--- config.mk ---
export PLATFORM = sky130hd
export DESIGN_NAME = id_rob_mid
export DESIGN_NICKNAME = d
export VERILOG_FILES = /design/src/rtl/id_rob_mid_pkg.sv /design/src/rtl/id_rob_mid_skid_buffer.sv /design/src/rtl/id_rob_mid.sv
export SDC_FILE = /design/constraint.sdc
export NUM_CORES = 1
export LEC_CHECK = 0
export ABC_AREA = 1
export CORE_ASPECT_RATIO = 1.4
export CORE_MARGIN = 2
export CORE_UTILIZATION = 32
export DETAILED_ROUTE_END_ITERATION = 16
export GPL_TIMING_DRIVEN = 0
export MAX_ROUTING_LAYER = met4
export RECOVER_POWER = 100
export SKIP_LAST_GASP = 1
export SLEW_MARGIN = 5
export SYNTH_ARGS = -nofsm -noshare
export SYNTH_HDL_FRONTEND = slang
export SYNTH_HIERARCHICAL = 1
export SYNTH_SLANG_ARGS = --single-unit
--- constraint.sdc ---
create_clock -name clk -period 2.4 [get_ports clk]
set_input_delay 0.48 -clock clk [delete_from_list [all_inputs] [get_ports clk]]
set_output_delay 0.48 -clock clk [all_outputs]
set_load 0.03 [all_outputs]
--- src/rtl/id_rob_mid_pkg.sv ---
// id_rob_mid shared definitions: payload width, field positions,
// and skid buffer state encoding.
package id_rob_mid_pkg;

    localparam int IDROB_PAYLOAD_W = 64;

    localparam int IDROB_SEG_PC_LSB    = 0;
    localparam int IDROB_SEG_PC_W      = 32;
    localparam int IDROB_SEG_DS_LSB    = 32;
    localparam int IDROB_SEG_OPGEN_LSB = 33;
    localparam int IDROB_SEG_OPGEN_W   = 8;
    localparam int IDROB_SEG_RD_LSB    = 41;
    localparam int IDROB_SEG_RD_W      = 5;
    localparam int IDROB_SEG_WE_LSB    = 46;
    localparam int IDROB_SEG_INFO_LSB  = 47;
    localparam int IDROB_SEG_INFO_W    = 17;

    typedef enum logic [1:0] {
        ST_EMPTY = 2'd0,
        ST_ONE   = 2'd1,
        ST_TWO   = 2'd2
    } skid_state_e;

    function automatic logic [IDROB_SEG_PC_W-1:0] idrob_pc(
        input logic [IDROB_PAYLOAD_W-1:0] p
    );
        return p[IDROB_SEG_PC_LSB +: IDROB_SEG_PC_W];
    endfunction

endpackage

--- src/rtl/id_rob_mid_skid_buffer.sv ---
// Generic 2-entry valid/ready register with flush.
// in_ready depends only on registered state.
module id_rob_mid_skid_buffer
    import id_rob_mid_pkg::*;
#(
    parameter int W = 8
) (
    input  logic         clk,
    input  logic         rst,
    input  logic         flush,
    input  logic         in_valid,
    input  logic [W-1:0] in_data,
    output logic         in_ready,
    output logic         out_valid,
    output logic [W-1:0] out_data,
    input  logic         out_ready
);

    skid_state_e state_q;
    skid_state_e state_d;
    logic [W-1:0] main_q;
    logic [W-1:0] skid_q;
    logic accept;
    logic fire;
    logic load_main;
    logic load_skid;
    logic main_from_skid;

    assign in_ready  = (state_q != ST_TWO);
    assign out_valid = (state_q != ST_EMPTY);
    assign out_data  = main_q;
    assign accept    = in_valid & in_ready;
    assign fire      = out_valid & out_ready;

    // Next state and register load selects.
    always_comb begin
        state_d        = state_q;
        load_main      = 1'b0;
        load_skid      = 1'b0;
        main_from_skid = 1'b0;
        unique case (state_q)
            ST_EMPTY: begin
                if (accept) begin
                    state_d   = ST_ONE;
                    load_main = 1'b1;
                end
            end
            ST_ONE: begin
                if (accept && !fire) begin
                    state_d   = ST_TWO;
                    load_skid = 1'b1;
                end else if (fire && !accept) begin
                    state_d = ST_EMPTY;
                end else if (accept && fire) begin
                    load_main = 1'b1;
                end
            end
            ST_TWO: begin
                if (fire) begin
                    state_d        = ST_ONE;
                    main_from_skid = 1'b1;
                end
            end
            default: state_d = ST_EMPTY;
        endcase
        if (flush) begin
            state_d        = ST_EMPTY;
            load_main      = 1'b0;
            load_skid      = 1'b0;
            main_from_skid = 1'b0;
        end
    end

    // State and payload registers.
    always_ff @(posedge clk) begin
        if (rst) begin
            state_q <= ST_EMPTY;
            main_q  <= '0;
            skid_q  <= '0;
        end else begin
            state_q <= state_d;
            if (load_main) begin
                main_q <= in_data;
            end else if (main_from_skid) begin
                main_q <= skid_q;
            end
            if (load_skid) begin
                skid_q <= in_data;
            end
        end
    end

endmodule

--- src/rtl/id_rob_mid.sv ---
// ID->ROB mid-stage: skid-buffered packet register plus
// delay-slot tracking fed back to ID.
module id_rob_mid
    import id_rob_mid_pkg::*;
#(
    parameter int PAYLOAD_W = IDROB_PAYLOAD_W
) (
    input  logic                 clk,
    input  logic                 rst,
    input  logic                 flush,
    input  logic                 id_valid,
    input  logic [PAYLOAD_W-1:0] id_payload,
    input  logic                 id_is_next_delayslot,
    output logic                 id_ready,
    output logic                 is_current_delayslot,
    output logic                 rob_valid,
    output logic [PAYLOAD_W-1:0] rob_payload,
    input  logic                 rob_ready
);

    logic ds_pending;
    logic accept;

    id_rob_mid_skid_buffer #(
        .W(PAYLOAD_W)
    ) u_skid (
        .clk      (clk),
        .rst      (rst),
        .flush    (flush),
        .in_valid (id_valid),
        .in_data  (id_payload),
        .in_ready (id_ready),
        .out_valid(rob_valid),
        .out_data (rob_payload),
        .out_ready(rob_ready)
    );

    assign accept               = id_valid & id_ready;
    assign is_current_delayslot = ds_pending;

    // Delay-slot tag follows the latest accepted packet.
    always_ff @(posedge clk) begin
        if (rst || flush) begin
            ds_pending <= 1'b0;
        end else if (accept) begin
            ds_pending <= id_is_next_delayslot;
        end
    end

endmodule

==> reports/qor.yml <==
status: "finished clean"
path_max_fanout: 4
grtUsageTotal_pct: 18.53
fin_crit_sh_pct: 93.19
place_congestion: 0.8103
path_clk_slew_ns: 0.05
finalCriticalPeriod_ns: 2.237
max_freq_mhz: 447.1
fin_worst_skew_ns: 0.01067
postSynthCellCount: 816
antenna_cells: 0
place_area_um2: 7417
die_h_um: 162.7
drt-vias-per-instance: 4.781
dieArea_um2: 19090
pwr_density_cell_nw_per_um2: 674.2
synthToLayoutAreaGrowth_pct: 38.28
start_util_pct: 32.37
startpoint_type: "register"
yosysUniqueCellTypes: 18
cts_buffer_depth: 2
drt-initial-drc-count: 378
fin_area_um2: 7959
final_core_util_pct: 44.76
hold_class: "register to register"
wl_per_cell_um: 14.03
grt_pass1_vias: 5546
peakVddDrop_uv: 389.9
rows: 58
slew_headroom_pct: 52.03
drcViolationCount: 0
setup_violations: 0
vias: 5847
antenna_found_initial: 0
avgSynthCellArea_um2: 7.053
fillers: 1875
cts_root_buf: "clkbuf_16"
core_area_um2: 17780
clock-sinks: 131
io_pins: 137
first_pass_iters: 5
tritoncts: "yes"
drv_slew: 0
grt_setup_unrepaired: "no"
die_w_um: 117.3
hold_violations: 0
cp.arrival_ns: 1.76
dp_hpwl_mm: 12.05
antenna_left: 0
cap_viol_max_count: 0
critPathKind: "register to output pin"
yosysWarnings: 6
synth_area_um2: 5756
ys_seq_elements: 131
ys_seq_area_share_pct: 45.57
synth_nets: 888
io_buffers: 136
drive_gt1_share_pct: 7.426
grt_overflow_total: 0
worstSetupEndpointType: "output pin"
routed_wl_mm: 17.16
holdBufCountCts: 0
tightest_slew_ns: 0.7195
grt_pass1_wl_mm: 27.54
cts_buffers: 17
cts-htree-levels: 4
layout.nets: 1043
leakage_nw: 3.547
grt_max_degree: 17
worstSkewPairLatency_ns: 0.42
critical_path_required_ns: 1.92
-- critical path: stages, from the launching register on --
cell and delay (ns):
dfxtp_1 0.41, nor2_1 0.10, inv_1 0.08, dlygate4sd3_1 0.76
-- synth_stat cells --
cell type  instances  area (um^2)
a211oi_1           1        7.510
a21oi_1           65        325.3
buf_2             20        100.1
buf_4              6        45.04
buf_6             10        112.6
clkbuf_1          30        112.6
clkinv_1           1        3.750
dfxtp_1          131         2623
ha_1               2        25.02
inv_1             75        281.5
inv_2              2        7.510
nand2_1           74        277.8
nand2_2            1        6.260
nand3_1          193        965.9
nor2_1           135        506.7
nor2_2             4        25.02
o21ai_0           43        215.2
o21ai_1           23        115.1
-- timing repair --
item | 4_1_cts | 5_1_grt
setup endpoints to repair | 1 | 121
gates resized for setup | 1 | 14
setup buffers | 0 | 0
pin swaps | 0 | 0
-- cell type report --
cell class                      instances  area (um^2)  area share, %
Tap cell                              240        300.3          3.773
Multi-Input combinational cell        541         2472          31.06
Sequential cell                       131         2623          32.95
Timing Repair Buffer                  136         1360          17.09
Inverter                               78        292.8          3.679
Buffer                                 66        380.4          4.779
Clock buffer                           25        475.5          5.974
Clock inverter                          6        55.05         0.6917
-- final timing paths --
check / endpoint / slack (ns) / cells after the start / start
hold reg to reg: u_skid/out_data[56] / 0.48 / 2 / u_skid/out_data[56]
setup reg to reg: u_skid/out_data[12] / 0.26 / 11 / u_skid/state_q[1]
hold / removal: u_skid/out_data[56] / 0.48 / 2 / u_skid/out_data[56]
setup / recovery: rob_valid / 0.16 / 3 / u_skid/state_q[0]
-- kinds of logic (layout without fill, tap and decap cells) --
| family | Yosys count | after routing | synth area share [%] |
|---|---|---|---|
| fa+ha+maj | 2 | 2 | 0.4347 |
| simple gates | 407 | 407 | 30.96 |
| buf+inv | 144 | 311 | 11.52 |
| flops | 131 | 131 | 45.57 |
| compound gates | 132 | 132 | 11.52 |
-- power by group --
group	internal (mW)	switching [mW]	leakage (nW)	total, mW
Combinational	0.287	0.407	2.22	0.694
Clock	1.46	0.908	0.265	2.37
Sequential	2.26	0.0407	1.06	2.30
Total	4.01	1.36	3.55	5.37
-- layer usage --
metal	track usage (%)	wire length, um	up-vias
li1	-	-	2979
met1	21.90	7466	2706
met2	31.31	8786	145
met3	4.132	653	17
met4	6.243	255	0
met5	-	0	-
-- stage by stage --
stage          power (mW)  setup slack (ns)  TNS (ns)  hold slack (ns)  std cells
2_1_floorplan       2.721            0.6492         0           0.4618        816
6_report            5.366            0.1634         0           0.4761       1223
3_5_place_dp        3.066          -0.08749    -3.048           0.4732       1192
3_3_place_gp        3.063          -0.08542    -2.030           0.4713       1192
4_1_cts             5.462           0.07404         0           0.4809       1223
5_1_grt             5.594          0.001650         0           0.4966       1223
-- flip-flops by register name (all words and copies together) (netlist names) --
register,flops
u_skid/state_q,2
is_current_delayslot,1
u_skid/skid_q,64
u_skid/out_data,64
-- placed cells by master, fill, tap and decap left out, types with 2 or more instances in the layout --
master	instances
clkbuf_16	17
inv_2	2
nand2_1	74
dlygate4sd3_1	66
clkdlybuf4s50_1	69
nor2_1	136
clkbuf_8	2
buf_4	6
nor2_2	3
buf_2	18
clkbuf_2	7
o21ai_1	23
clkinv_2	5
inv_1	75
a21oi_1	65
ha_1	2
clkbuf_1	30
buf_6	10
o21ai_0	43
dfxtp_1	131
nand3_1	193
Power figures use the tool's default switching activity.
